===== src/rtl/ctrl_reg_pkg.sv =====
// Shared definitions for the MCDF control/status register file: command
// encodings, register map offsets, CTRL field layout and ERR bit positions.
package ctrl_reg_pkg;

  typedef enum logic [1:0] {
    CMD_IDLE = 2'b00,
    CMD_RD   = 2'b01,
    CMD_WR   = 2'b10,
    CMD_ILL  = 2'b11
  } cmd_e;

  localparam logic [7:0] CTRL_BASE = 8'h00;
  localparam logic [7:0] STAT_BASE = 8'h20;
  localparam logic [7:0] ERR_ADDR  = 8'h40;

  localparam int EN_BIT     = 0;
  localparam int PRIO_LSB   = 1;
  localparam int PRIO_W     = 2;
  localparam int PKGLEN_LSB = 3;
  localparam int PKGLEN_W   = 3;
  localparam int CTRL_W     = 6;

  localparam int ERR_WR_RO     = 0;
  localparam int ERR_RD_UNMAP  = 1;
  localparam int ERR_ILL_CMD   = 2;
  localparam int ERR_UNALIGNED = 3;
  localparam int ERR_W         = 4;

endpackage


===== src/rtl/ctrl_reg_ch.sv =====
// One channel's CTRL register. Only the implemented field bits are stored;
// reserved bits are dropped on write and read back as zero in the top.
module ctrl_reg_ch
  import ctrl_reg_pkg::*;
#(
  parameter logic [CTRL_W-1:0] RST_VAL = 6'h07
) (
  input  logic                clk_i,
  input  logic                rstn_i,
  input  logic                wr_en_i,
  input  logic [CTRL_W-1:0]   wr_data_i,
  output logic [CTRL_W-1:0]   ctrl_o,
  output logic                en_o,
  output logic [PRIO_W-1:0]   prio_o,
  output logic [PKGLEN_W-1:0] pkglen_o
);

  logic [CTRL_W-1:0] ctrl_q;

  always_ff @(posedge clk_i or negedge rstn_i) begin
    if (!rstn_i) begin
      ctrl_q <= RST_VAL;
    end else if (wr_en_i) begin
      ctrl_q <= wr_data_i;
    end
  end

  assign ctrl_o   = ctrl_q;
  assign en_o     = ctrl_q[EN_BIT];
  assign prio_o   = ctrl_q[PRIO_LSB +: PRIO_W];
  assign pkglen_o = ctrl_q[PKGLEN_LSB +: PKGLEN_W];

endmodule


===== src/rtl/ctrl_reg_mc.sv =====
// Multi-channel control/status register file with registered read response.
// Define CTRL_REG_ERR_EN to add the sticky RW1C error register at 0x40 and err_o.
module ctrl_reg_mc
  import ctrl_reg_pkg::*;
#(
  parameter int          NUM_CH   = 3,
  parameter int          ADDR_W   = 8,
  parameter int          MARGIN_W = 8,
  parameter logic [31:0] CTRL_RST = 32'h0000_0007
) (
  input  logic                         clk_i,
  input  logic                         rstn_i,
  input  logic [1:0]                   cmd_i,
  input  logic [ADDR_W-1:0]            cmd_addr_i,
  input  logic [31:0]                  cmd_data_i,
  output logic [31:0]                  cmd_data_o,
  output logic                         cmd_rvalid_o,
  input  logic [NUM_CH*MARGIN_W-1:0]   slv_margin_i,
  output logic [NUM_CH-1:0]            slv_en_o,
  output logic [NUM_CH*PRIO_W-1:0]     slv_prio_o,
  output logic [NUM_CH*PKGLEN_W-1:0]   slv_pkglen_o,
  output logic                         err_o
);

  cmd_e              cmd;
  logic              is_rd;
  logic              is_wr;
  logic [ADDR_W-6:0] blk;
  logic [2:0]        ch_idx;
  logic              ch_valid;
  logic              ctrl_hit;
  logic              stat_hit;
  logic              err_hit;
  logic [31:0]       err_rd_val;
  logic [31:0]       rd_data;
  logic [CTRL_W-1:0] ctrl_q [NUM_CH];

  assign cmd   = cmd_e'(cmd_i);
  assign is_rd = (cmd == CMD_RD);
  assign is_wr = (cmd == CMD_WR);

  // Address decodes on 32-byte blocks; the low two byte bits never select a register.
  assign blk      = cmd_addr_i[ADDR_W-1:5];
  assign ch_idx   = cmd_addr_i[4:2];
  assign ch_valid = ({1'b0, ch_idx} < 4'(NUM_CH));
  assign ctrl_hit = (blk == (ADDR_W-5)'(CTRL_BASE >> 5)) && ch_valid;
  assign stat_hit = (blk == (ADDR_W-5)'(STAT_BASE >> 5)) && ch_valid;

  for (genvar n = 0; n < NUM_CH; n++) begin : g_ch
    ctrl_reg_ch #(
      .RST_VAL(CTRL_RST[CTRL_W-1:0])
    ) u_ch (
      .clk_i    (clk_i),
      .rstn_i   (rstn_i),
      .wr_en_i  (is_wr && ctrl_hit && (ch_idx == 3'(n))),
      .wr_data_i(cmd_data_i[CTRL_W-1:0]),
      .ctrl_o   (ctrl_q[n]),
      .en_o     (slv_en_o[n]),
      .prio_o   (slv_prio_o[n*PRIO_W +: PRIO_W]),
      .pkglen_o (slv_pkglen_o[n*PKGLEN_W +: PKGLEN_W])
    );
  end

`ifdef CTRL_REG_ERR_EN
  logic [ERR_W-1:0] err_q;
  logic [ERR_W-1:0] err_set;
  logic [ERR_W-1:0] err_clr;
  logic             unused_bits;

  assign err_hit = (blk == (ADDR_W-5)'(ERR_ADDR >> 5)) && (ch_idx == ERR_ADDR[4:2]);

  always_comb begin
    err_set                = '0;
    err_set[ERR_WR_RO]     = is_wr && !ctrl_hit && !err_hit;
    err_set[ERR_RD_UNMAP]  = is_rd && !(ctrl_hit || stat_hit || err_hit);
    err_set[ERR_ILL_CMD]   = (cmd == CMD_ILL);
    err_set[ERR_UNALIGNED] = (is_rd || is_wr) && (cmd_addr_i[1:0] != 2'b00);
    err_clr                = (is_wr && err_hit) ? cmd_data_i[ERR_W-1:0] : '0;
  end

  // A new error arriving alongside its clear must not be lost, so set wins.
  always_ff @(posedge clk_i or negedge rstn_i) begin
    if (!rstn_i) begin
      err_q <= '0;
    end else begin
      err_q <= (err_q & ~err_clr) | err_set;
    end
  end

  assign err_o       = |err_q;
  assign err_rd_val  = 32'(err_q);
  assign unused_bits = ^cmd_data_i[31:CTRL_W];
`else
  logic unused_bits;

  assign err_hit     = 1'b0;
  assign err_o       = 1'b0;
  assign err_rd_val  = '0;
  assign unused_bits = ^{cmd_data_i[31:CTRL_W], cmd_addr_i[1:0]};
`endif

  always_comb begin
    rd_data = '0;
    for (int n = 0; n < NUM_CH; n++) begin
      if (ctrl_hit && (ch_idx == 3'(n))) begin
        rd_data = 32'(ctrl_q[n]);
      end
      if (stat_hit && (ch_idx == 3'(n))) begin
        rd_data = 32'(slv_margin_i[n*MARGIN_W +: MARGIN_W]);
      end
    end
    if (err_hit) begin
      rd_data = err_rd_val;
    end
  end

  // Read data is held between reads so a slow consumer can sample it late.
  always_ff @(posedge clk_i or negedge rstn_i) begin
    if (!rstn_i) begin
      cmd_data_o   <= '0;
      cmd_rvalid_o <= 1'b0;
    end else begin
      cmd_rvalid_o <= is_rd;
      if (is_rd) begin
        cmd_data_o <= rd_data;
      end
    end
  end

endmodule


===== config.mk =====
export PLATFORM = sky130hd
export DESIGN_NAME = ctrl_reg_mc
export DESIGN_NICKNAME = d
export VERILOG_FILES = /design/src/rtl/ctrl_reg_pkg.sv /design/src/rtl/ctrl_reg_ch.sv /design/src/rtl/ctrl_reg_mc.sv
export SDC_FILE = /design/constraint.sdc
export NUM_CORES = 1
export LEC_CHECK = 0
export BUFFER_PORTS_ARGS = -buffer_cell sky130_fd_sc_hd__buf_2
export CORE_MARGIN = 1
export CORE_UTILIZATION = 40
export CTS_CLUSTER_DIAMETER = 100
export DETAILED_ROUTE_END_ITERATION = 7
export PLACE_DENSITY = 0.8
export SLEW_MARGIN = 25
export SYNTH_ARGS = -nofsm -noshare
export SYNTH_HDL_FRONTEND = slang
export SYNTH_SLANG_ARGS = --single-unit

===== constraint.sdc =====
create_clock -name clk_i -period 1.3 [get_ports clk_i]
set_input_delay 0.065 -clock clk_i [delete_from_list [all_inputs] [get_ports clk_i]]
set_output_delay 0.065 -clock clk_i [all_outputs]
set_load 0.02 [all_outputs]

# --- Yosys cells after proc, flatten, opt, wreduce, memory -nomap -nowiden ---
# Cells that the tools add are included.
op_classes:
  n_lt_le_gt_ge: 1
  n_eq_ne: 5
  muxes: 6
  div_mod_pow: 0
  add_sub_neg: 0
  n_reduce_logical: 14
  bitwise: 0
  multipliers: 0
  shifts: 0
ops:
  columns: ["operator", "count"]
  rows:
  - ["$mux W32", 3]
  - ["$mux W8", 2]
  - ["$logic_and A1 B1 Y1", 12]
  - ["$eq A3 B1 Y1 const B", 2]
  - ["$logic_not A3 Y1", 2]
  - ["$mux W6", 1]
  - ["$eq A3 B2 Y1 const B", 1]
  - ["$lt A3 B2 Y1 const B", 1]
  - ["$eq A2 B1 Y1 const B", 1]
  - ["$eq A2 B2 Y1 const B", 1]
word_totals:
  input_bits: 68
  latchBits: 0
  register_bits: 51
  romBits: 0
  n_memories: 0
  output_inout_bits: 52
  wordCells: 31
  ram_bits: 0

# --- Depth between registers and ports, before layout ---
# Gate-level depths: netlist of run 1.
depth:
  depth_word: 9
  depth_mapped: 5
  ltp_nobuf: 3

# --- By module ---
# Synthesis of run 1 repeated with hierarchy kept, for this count alone.
unflattened:
  cells_unflattened: 164
  hier_area_um2: 1876.8
modules_own_cells:
  columns: ["mod", "area_each_um2", "instances", "seq_area_each_um2", "cells_per_inst"]
  rows:
  - ["ctrl_reg_mc", 975.9, 1, 225.2, 107]
  - ["ctrl_reg_ch", 300.3, 3, 153.9, 19]

# --- Least setup slack after synthesis of run 1 ---
# OpenSTA, ideal clock, no wires.
synth_path:
  kind: "flip-flop to flip-flop"
  start: "register g_ch[1].u_ch.ctrl_q[3]"
  end: "register cmd_data_o[3]"
  stages_incl_launch_ff: 4
  synth_period_minus_slack_ns: 1.299
  arrival_time_ns: 1.169
  n_path_buf: 0
  required_ns: 1.170
  setup_ns: 0.130
  setup_slack_ns: 0.001
  path_cell_list: "dfrtp_1 mux4_2 a32oi_1 o21ai_0"
synth_via:
  elab_chain_len: 4
synth_rtl:
  columns: ["item", "line_no", "rtl"]
  rows:
  - ["start: declaration", "ctrl_reg_ch.sv:18", "logic [CTRL_W-1:0] ctrl_q;"]
  - ["start signal: assignment", "ctrl_reg_ch.sv:24", "ctrl_q <= wr_data_i;"]
  - ["$mux W8", "ctrl_reg_mc.sv:105", "if (ctrl_hit && (ch_idx == 3'(n))) begin"]
  - ["$mux W32", "ctrl_reg_mc.sv:108", "if (stat_hit && (ch_idx == 3'(n))) begin"]
  - ["$mux W32", "ctrl_reg_mc.sv:105", null]
  - ["$mux W32", "ctrl_reg_mc.sv:108", null]
  - ["end signal: assignment", "ctrl_reg_mc.sv:125", "cmd_data_o <= rd_data;"]
  - ["end: declaration", "ctrl_reg_mc.sv:16", "output logic [31:0] cmd_data_o,"]
# No other way between the ends.
# A chain may end at the register's enable or synchronous reset.

# --- Worst setup path after layout of run 1 ---
# Same ends and word-level chain as after synthesis.

==> results of run 1 <==
==> state kept, by name (all words and copies together) (netlist names) <==
signal,count
cmd_rvalid_o,1
g_ch.u_ch.ctrl_o,18
cmd_data_o,8
==> worst max-delay path, delay by kind of cell (launching register included) <==
kind | cells | cell delay [ps]
compound gates | 2 | 280
flops | 1 | 400
mux | 1 | 470
==> stage by stage <==
step | cells | worst slack [ps]
finish | 250 | 42.9
detailed placement | 244 | -93.6
global placement | 244 | -54.5
CTS | 249 | 2.12
global route | 250 | -9.39
floorplan | 152 | 0.695
==> area by class of cell <==
| type | instances | area, um^2 |
|---|---|---|
| Clock inverter | 1 | 5.00 |
| Clock buffer | 3 | 41.3 |
| Sequential cell | 27 | 687 |
| Multi-Input combinational cell | 91 | 757 |
| Timing Repair Buffer | 79 | 430 |
| Fill cell | 356 | 1760 |
| Inverter | 1 | 3.75 |
| Tap cell | 48 | 60.1 |
==> cell usage in the layout, fill, tap and decap left out, types with 3 or more instances in the layout <==
master and instances:
sky130_fd_sc_hd__a32oi_1 6, sky130_fd_sc_hd__dfrtp_1 18, sky130_fd_sc_hd__o21ai_1 3, sky130_fd_sc_hd__mux2_2 24
sky130_fd_sc_hd__buf_4 12, sky130_fd_sc_hd__mux4_2 4, sky130_fd_sc_hd__conb_1 25, sky130_fd_sc_hd__clkbuf_8 3
sky130_fd_sc_hd__dfstp_2 9, sky130_fd_sc_hd__o21ai_0 3, sky130_fd_sc_hd__mux2i_1 6, sky130_fd_sc_hd__buf_2 66
==> layer usage <==
layer | up-vias | share of wire | GRT usage | wire (um)
li1 | 566 | - | - | -
met1 | 581 | 0.44 | 0.226 | 1560
met2 | 67 | 0.47 | 0.308 | 1680
met3 | 4 | 0.079 | 0.0347 | 284
met4 | 0 | 0.015 | 0.0734 | 55
met5 | - | 0 | 0 | 0
==> worst max-delay path by stage <==
stage                             end                    from  cells after the start
5_1_grt                 cmd_data_o[4]  g_ch[1].u_ch.ctrl_o[4]                      3
3_5_place_dp   g_ch[1].u_ch.ctrl_o[4]           cmd_addr_i[4]                      4
3_3_place_gp   g_ch[1].u_ch.ctrl_o[3]           cmd_addr_i[4]                      4
4_1_cts                 cmd_data_o[3]  g_ch[1].u_ch.ctrl_o[3]                      3
6_report                cmd_data_o[3]  g_ch[1].u_ch.ctrl_o[3]                      3
2_1_floorplan           cmd_data_o[3]  g_ch[1].u_ch.ctrl_o[3]                      3
==> power breakdown <==
part | internal [mW] | total [mW] | leakage [nW] | switching, mW
Sequential | 0.912 | 0.948 | 0.340 | 0.0364
Combinational | 0.194 | 0.465 | 0.706 | 0.271
Clock | 0.215 | 0.473 | 0.0255 | 0.259
Total | 1.32 | 1.89 | 1.07 | 0.566
==> cell usage after synthesis, drive strengths merged <==
master	n
mux2i	6
nand2b	2
conb	1
a32o	2
and4bb	1
dfrtp	18
a32oi	6
o21ai	6
o22ai	2
nor3	1
mux2	24
nor2b	2
dfstp	9
mux4	4
nand2	2
o2bb2ai	2
nor3b	2
nor2	1
clkbuf	1
nand4b	1
nand3	2
inv	1
buf	32
==> what timing repair did <==
action	4_1_cts	5_1_grt
endpoints found under the hold margin	18	0
endpoints found under the setup margin	0	4
buffers inserted	0	1
hold buffers	1	0
resized for setup	0	3
==> kinds of logic after synthesis <==
group | Yosys count
multiplexers | 34
buffers and inverters | 34
flip-flops | 27
AO/OA/AOI/OAI | 18
AND/OR/NAND/NOR | 14
other | 1
==> run summary, run 1 <==
The fraction of the mapped netlist area in simple logic gates came out at 0.0687. The cell accounting for the most synthesized area is sky130_fd_sc_hd__dfrtp_1. The run finished with clean final reports.

The overall via count from detail_route is 1,218. The cell with the biggest individual delay on the critical path is sky130_fd_sc_hd__mux4_2. The final number of max-transition violations came out at 0.

The mean number of vias per cell came out at 4.87. The delay contributed by the slowest stage of the critical path came out at 470 ps. The setup skew after layout came out at 7.26 ps.

The path with the worst hold slack has its endpoint at g_ch[0].u_ch.ctrl_o[0]. After detailed routing, the average wire length per cell comes to 14.3 um. The longest clock path from root to sink contains 2 buffers. The data required time of the critical path came out at 1460 ps. The area fraction of the dominant cell type after synthesis is 0.281. The number of I/O port buffers came out at 66. TritonCTS built the clock tree.

The via count of the first global-routing pass is 1,243. The areal power density over the cells is 951 nW/um^2. For the finished layout, the period the worst path requires is 1260 ps.

The worst setup path is launched from a flip-flop. The number of detailed-routing iterations run before antenna repair is 4. The cell at the root of the clock tree is sky130_fd_sc_hd__clkbuf_8. The startpoint of the worst hold path is cmd_data_i[0]. The count of cells along the worst hold path came out at 2. The half-perimeter wire length of the detailed placement result came out at 2810 um. The critical path goes through mux4_2 -> a32oi_1 -> o21ai_1.

In the post-synthesis netlist, the biggest area contributors are sky130_fd_sc_hd__dfrtp_1 28%, sky130_fd_sc_hd__mux2_2 17%, sky130_fd_sc_hd__dfstp_2 15%. The register-to-register path setup slack came out at 40 ps. The number of distinct library cell variants in the gate-level netlist after synthesis came out at 26. The total global routing overflow came out at 0. The share of the yosys chip area belonging to registers came out at 0.429.

The floorplan die area came out at 4260 um^2. The global-route wire length before repair came out at 5810 um. The number of storage elements in the synthesis netlist is 27. The share of the synthesized area in compound gates (AO/OA/AOI/OAI) is 0.0827. The share of layout cells above drive strength 1 came out at 0.609. The remaining antenna violation count after routing came out at 0. At the pin with the least slew margin, the transition time is 587 ps. The number of buffers created by CTS came out at 3.

The adder-cell area share of the yosys netlist came out at 0. The worst register-to-register path ends at cmd_data_o[3]. The initial detailed-routing violation count came out at 23. At the worst endpoint, the arrival time is 1410 ps. The netlist area before placement is 1600 um^2. The worst relative slew slack came out at 0.608. The number of antenna diodes in the final layout is 0.

After synthesis, the largest family of logic cells by area is multiplexers. The effective utilization at floorplan came out at 0.428. Hold timing on the final database bottoms out at a slack of 48.4 ps.

After routing, the total negative slack on setup checks comes to 0 ps. The source-to-sink clock delay at the later pin of the worst-skew pair came out at 270 ps. The total number of H-tree levels came out at 1. The worst reg2reg path depth came out at 3. The final layout contains routed wiring with a total length of 3590 um.

The initial antenna violation count came to 0. The post-detailed-placement cell area came out at 1920 um^2. The top achievable clock speed is 796 MHz. The peak ir drop on the vdd network is 0.000653 V. The worst setup path is of the reg -> reg kind. The worst register-to-register path begins at g_ch[1].u_ch.ctrl_o[3]. The number of core rows came out at 22. The clock sink count came out at 27.

Setup violations remaining at the end of the flow were counted as 0. The clock-pin slew of the registers on the worst-case setup and hold paths is 90 ps. The post-layout total power came out at 1.89 mW. The congestion estimate from routability-driven global placement came to 0.767. The relative area change from synthesis to final layout came out at 23.8%. The number of failing hold endpoints at the final stage is 0. Once layout is done, the placed cells without fillers occupy 1980 um^2. The number of warnings reported in the yosys synthesis log came out at 0. The count of maximum capacitance violations came out at 0. In this run the worst path has a maximum fanout of 3.

The final core utilization is 0.530. The floorplan die width is 65.3 um. The overall fraction of global-route tracks in use came out at 0.182. The number of instances in the synthesized netlist came out at 128.

In this run the mean area of a mapped cell was 12.5 um^2. The total leakage power is 1.07 nW. The final critical-path share of the clock period is 0.967. At the end of the flow, the number of nets in the layout was 271.

In this run the count of I/O pins placed on the die edge is 120. The portion of netlist area occupied by mux cells is 0.262. The die is 65.3 um tall.

The synthesized-area fraction occupied by xor and xnor cells came out at 0. The placeable core region is 3740 um^2. STA classifies the critical path endpoint as a flip-flop. After detailed routing, the number of remaining DRC violations is 0.

The path class of the tightest hold or removal check is in -> reg. The pin count of the biggest net entering global routing came out at 28. Setup repair after global routing could not meet its margin everywhere.
Note: power is estimated with default switching activity, not from simulation.
==> run 2, diff against run 1 <==
--- a/config.mk
+++ b/config.mk
@@ -6,11 +6,13 @@
 export NUM_CORES = 1
 export LEC_CHECK = 0
 export BUFFER_PORTS_ARGS = -buffer_cell sky130_fd_sc_hd__buf_2
+export CELL_PAD_IN_SITES_DETAIL_PLACEMENT = 1
+export CELL_PAD_IN_SITES_GLOBAL_PLACEMENT = 2
 export CORE_MARGIN = 1
-export CORE_UTILIZATION = 40
+export CORE_UTILIZATION = 22
 export CTS_CLUSTER_DIAMETER = 100
 export DETAILED_ROUTE_END_ITERATION = 7
-export PLACE_DENSITY = 0.8
+export PLACE_DENSITY_LB_ADDON = 0.1
 export SLEW_MARGIN = 25
 export SYNTH_ARGS = -nofsm -noshare
 export SYNTH_HDL_FRONTEND = slang
==> run 2 against run 1 <==
Non-clock buffer count grew 5. Flip-flop and latch count is the same. Cell area grew 4.9%. Core utilization shrank 23 points. Sequential share of layout area shrank 1.6 points.
==> run summary, run 2 (synthesis results as in run 1) <==
The mean number of vias per cell is 4.08 (-16%). The final number of max-transition violations is 0 (unchanged). The post-layout total power is 1.92 mW (+1.7%). The pin slew with the least headroom to its limit is 638 ps (+50.8 ps). The total leakage power is 1.09 nW (+1.9%). Grouping stages by cell kind, the critical path spends the most delay in multiplexers. The effective utilization at floorplan is 0.232 (-0.196). The clock sink count came out at 27 (unchanged). The initial detailed-routing violation count came out at 27 (+17%). The number of failing hold endpoints at the final stage is 0 (unchanged). The pin count of the biggest net entering global routing is 28 (unchanged). The total inserted antenna cells was 0 (unchanged).

The overall fraction of global-route tracks in use came out at 0.125 (-0.0564). The number of buffers created by CTS came out at 3 (unchanged). The data required time of the critical path came out at 1460 ps (about the same).

The share of layout cells above drive strength 1 came to 0.614 (+0.00462). The final number of setup-violating endpoints is 0 (unchanged). The worst hold slack came to 49.2 ps (+0.833 ps).

The remaining antenna violation count after routing is 0 (unchanged). The global-route wire length before repair is 7080 um (+22%). The post-route cell area is 2080 um^2 (+4.9%). The count of placed standard cells in the final layout, fillers left out is 303 (+21%).

The flip-flop count of the largest register after layout is 18 (unchanged). The logic gate share of total power is 0.252 (+0.005). The number of design rule violations left after detail routing is 0 (unchanged).

In this run the critical register-to-register path is launched from g_ch[1].u_ch.ctrl_o[4]. The CTS tree is yes. The final wirelength came out at 4730 um (+32%). The number of detailed-routing iterations run before antenna repair came to 4 (unchanged).

The peak ir drop on the vdd network came to 0.000372 V (-43%). The internal power came out at 1.33 mW (+0.90%). The worst setup path startpoint is g_ch[1].u_ch.ctrl_o[4]. The floorplan die area is 7630 um^2 (+79%). The final core utilization was 0.301 (-0.229). The library cell used most frequently in the layout, excluding fill and tap cells, is sky130_fd_sc_hd__buf_2. The switching power came out at 0.586 mW (+3.6%). The clock tree buffer depth was 2 (unchanged). The placeable core region is 6910 um^2 (+84%). The setup skew after layout is 2.59 ps (-4.67 ps).

The number of core rows came to 30 (+36%). The delay contributed by the slowest stage of the critical path is 470 ps (about the same). The buffering stage count on the worst path with inverters included came to 0 (unchanged). The power share of the clock group came out at 0.253 (+0.002). The initial antenna violation count is 0 (unchanged). The run finished with clean final reports. The overall via count from detail_route is 1,237 (+1.6%). The critical path goes through mux4_2 -> a32oi_1 -> o21ai_1. The half-perimeter wire length of the detailed placement result came to 3770 um (+34%). The clock period minus worst slack came out at 1260 ps (+0.533 ps). The clock-pin slew of the registers on the worst-case setup and hold paths is 90 ps (about the same).

The routed length per placed instance came out at 15.6 um (+8.9%). The layout net count came out at 276 (+1.8%). On the critical path, the stage with the largest delay is an instance of sky130_fd_sc_hd__mux4_2.

The area growth from synthesis to layout is 29.8%. The worst relative slew slack was 0.575 (-0.0339). The worst reg2reg path depth came out at 3 (unchanged).

The total number of H-tree levels came out at 1 (unchanged). The floorplan die width is 87.4 um (+34%). STA classifies the critical path endpoint as a flip-flop. The highest net fanout along the worst path came out at 3 (unchanged). The top achievable clock speed came out at 795 MHz (about the same). The path class of the tightest hold or removal check is in -> reg. Leaving out fill and tap cells, the most frequent cells in the layout are 66 x sky130_fd_sc_hd__buf_2, 25 x sky130_fd_sc_hd__conb_1, 24 x sky130_fd_sc_hd__mux2_2.

The setup TNS came out at 0 ps (unchanged). The critical path in this run is classified as reg -> reg. The total global routing overflow is 0 (unchanged). The areal power density over the cells is 922 nW/um^2 (-3.0%). Clock tree synthesis selected as its root buffer the cell sky130_fd_sc_hd__clkbuf_8. The final critical-path share of the clock period came out at 0.967 (about the same).

The number of I/O port buffers came out at 66 (unchanged). The number of gates on the worst path with buffers counted came out at 3 (unchanged). The sequential fraction of design power is 0.495 (-0.007). The capture point of the worst reg-to-reg path is cmd_data_o[4]. The register-to-register path setup slack is 40 ps (about the same). The post-layout worst setup margin came out at 42.4 ps (-0.533 ps). The source-to-sink clock delay at the later pin of the worst-skew pair was 270 ps (about the same).

The die span in y came to 87.4 um (+34%). The via count of the first global-routing pass came out at 1,314 (+5.7%). In this run the worst setup path terminates at cmd_data_o[4]. The switching power share of the total came to 0.306 (+0.00551). STA classifies the critical path startpoint as a flip-flop. The post-detailed-placement cell area was 2020 um^2 (+5.1%). The cell count after placement was 297 (+22%). The worst setup timing slack at the placement stage came out at -66.8 ps (+26.8 ps). The count of maximum capacitance violations came out at 0 (unchanged).

The number of I/O pins is 120 (unchanged). The worst endpoint data arrival time was 1420 ps (about the same). The routability-driven placement congestion ratio came out at 0.711 (-7.3%).
[run 2: metal layers]
metal  track usage  vias to the layer above  wire, um
met5             0                        -         0
met4        0.0268                        0        16
met3        0.0237                        2       311
met2         0.219                       52      2320
met1         0.160                      608      2080
li1              -                      575         -
[run 2: power by group through the flow]
| stage | clock network (mW) | logic, mW | registers, mW |
|---|---|---|---|
| 3_3_place_gp | 0 | 0.475 | 0.960 |
| 6_report | 0.486 | 0.483 | 0.950 |
| 4_1_cts | 0.525 | 0.485 | 0.952 |
| 5_1_grt | 0.545 | 0.521 | 0.960 |
| 2_1_floorplan | 0 | 0.295 | 1.02 |
| 3_5_place_dp | 0 | 0.482 | 0.967 |
[run 2: worst min path at each step]
stage	startpoint	to	slack, ps	depth (start not counted)
after floorplan	rstn_i	cmd_data_o[0]	-230	0
after global placement	rstn_i	g_ch[0].u_ch.ctrl_o[4]	120	1
after detailed placement	rstn_i	g_ch[2].u_ch.ctrl_o[3]	130	1
after CTS	cmd_data_i[4]	g_ch[1].u_ch.ctrl_o[4]	40	2
after global routing	cmd_data_i[1]	g_ch[2].u_ch.ctrl_o[1]	50	2
final	cmd_data_i[4]	g_ch[1].u_ch.ctrl_o[4]	50	2
[run 2: area by class of cell]
type	instances	area [um^2]
Clock buffer	4	45.0
Fill cell	841	4830
Inverter	1	3.75
Multi-Input combinational cell	91	757
Sequential cell	27	687
Tap cell	96	120
Timing Repair Buffer	84	468
[run 2: repair_timing]
action                                  4_1_cts  5_1_grt
endpoints found under the hold margin        18        0
endpoints found under the setup margin        0        4
buffers inserted                              0        1
hold buffers                                  1        0
gates resized for setup                       0        4
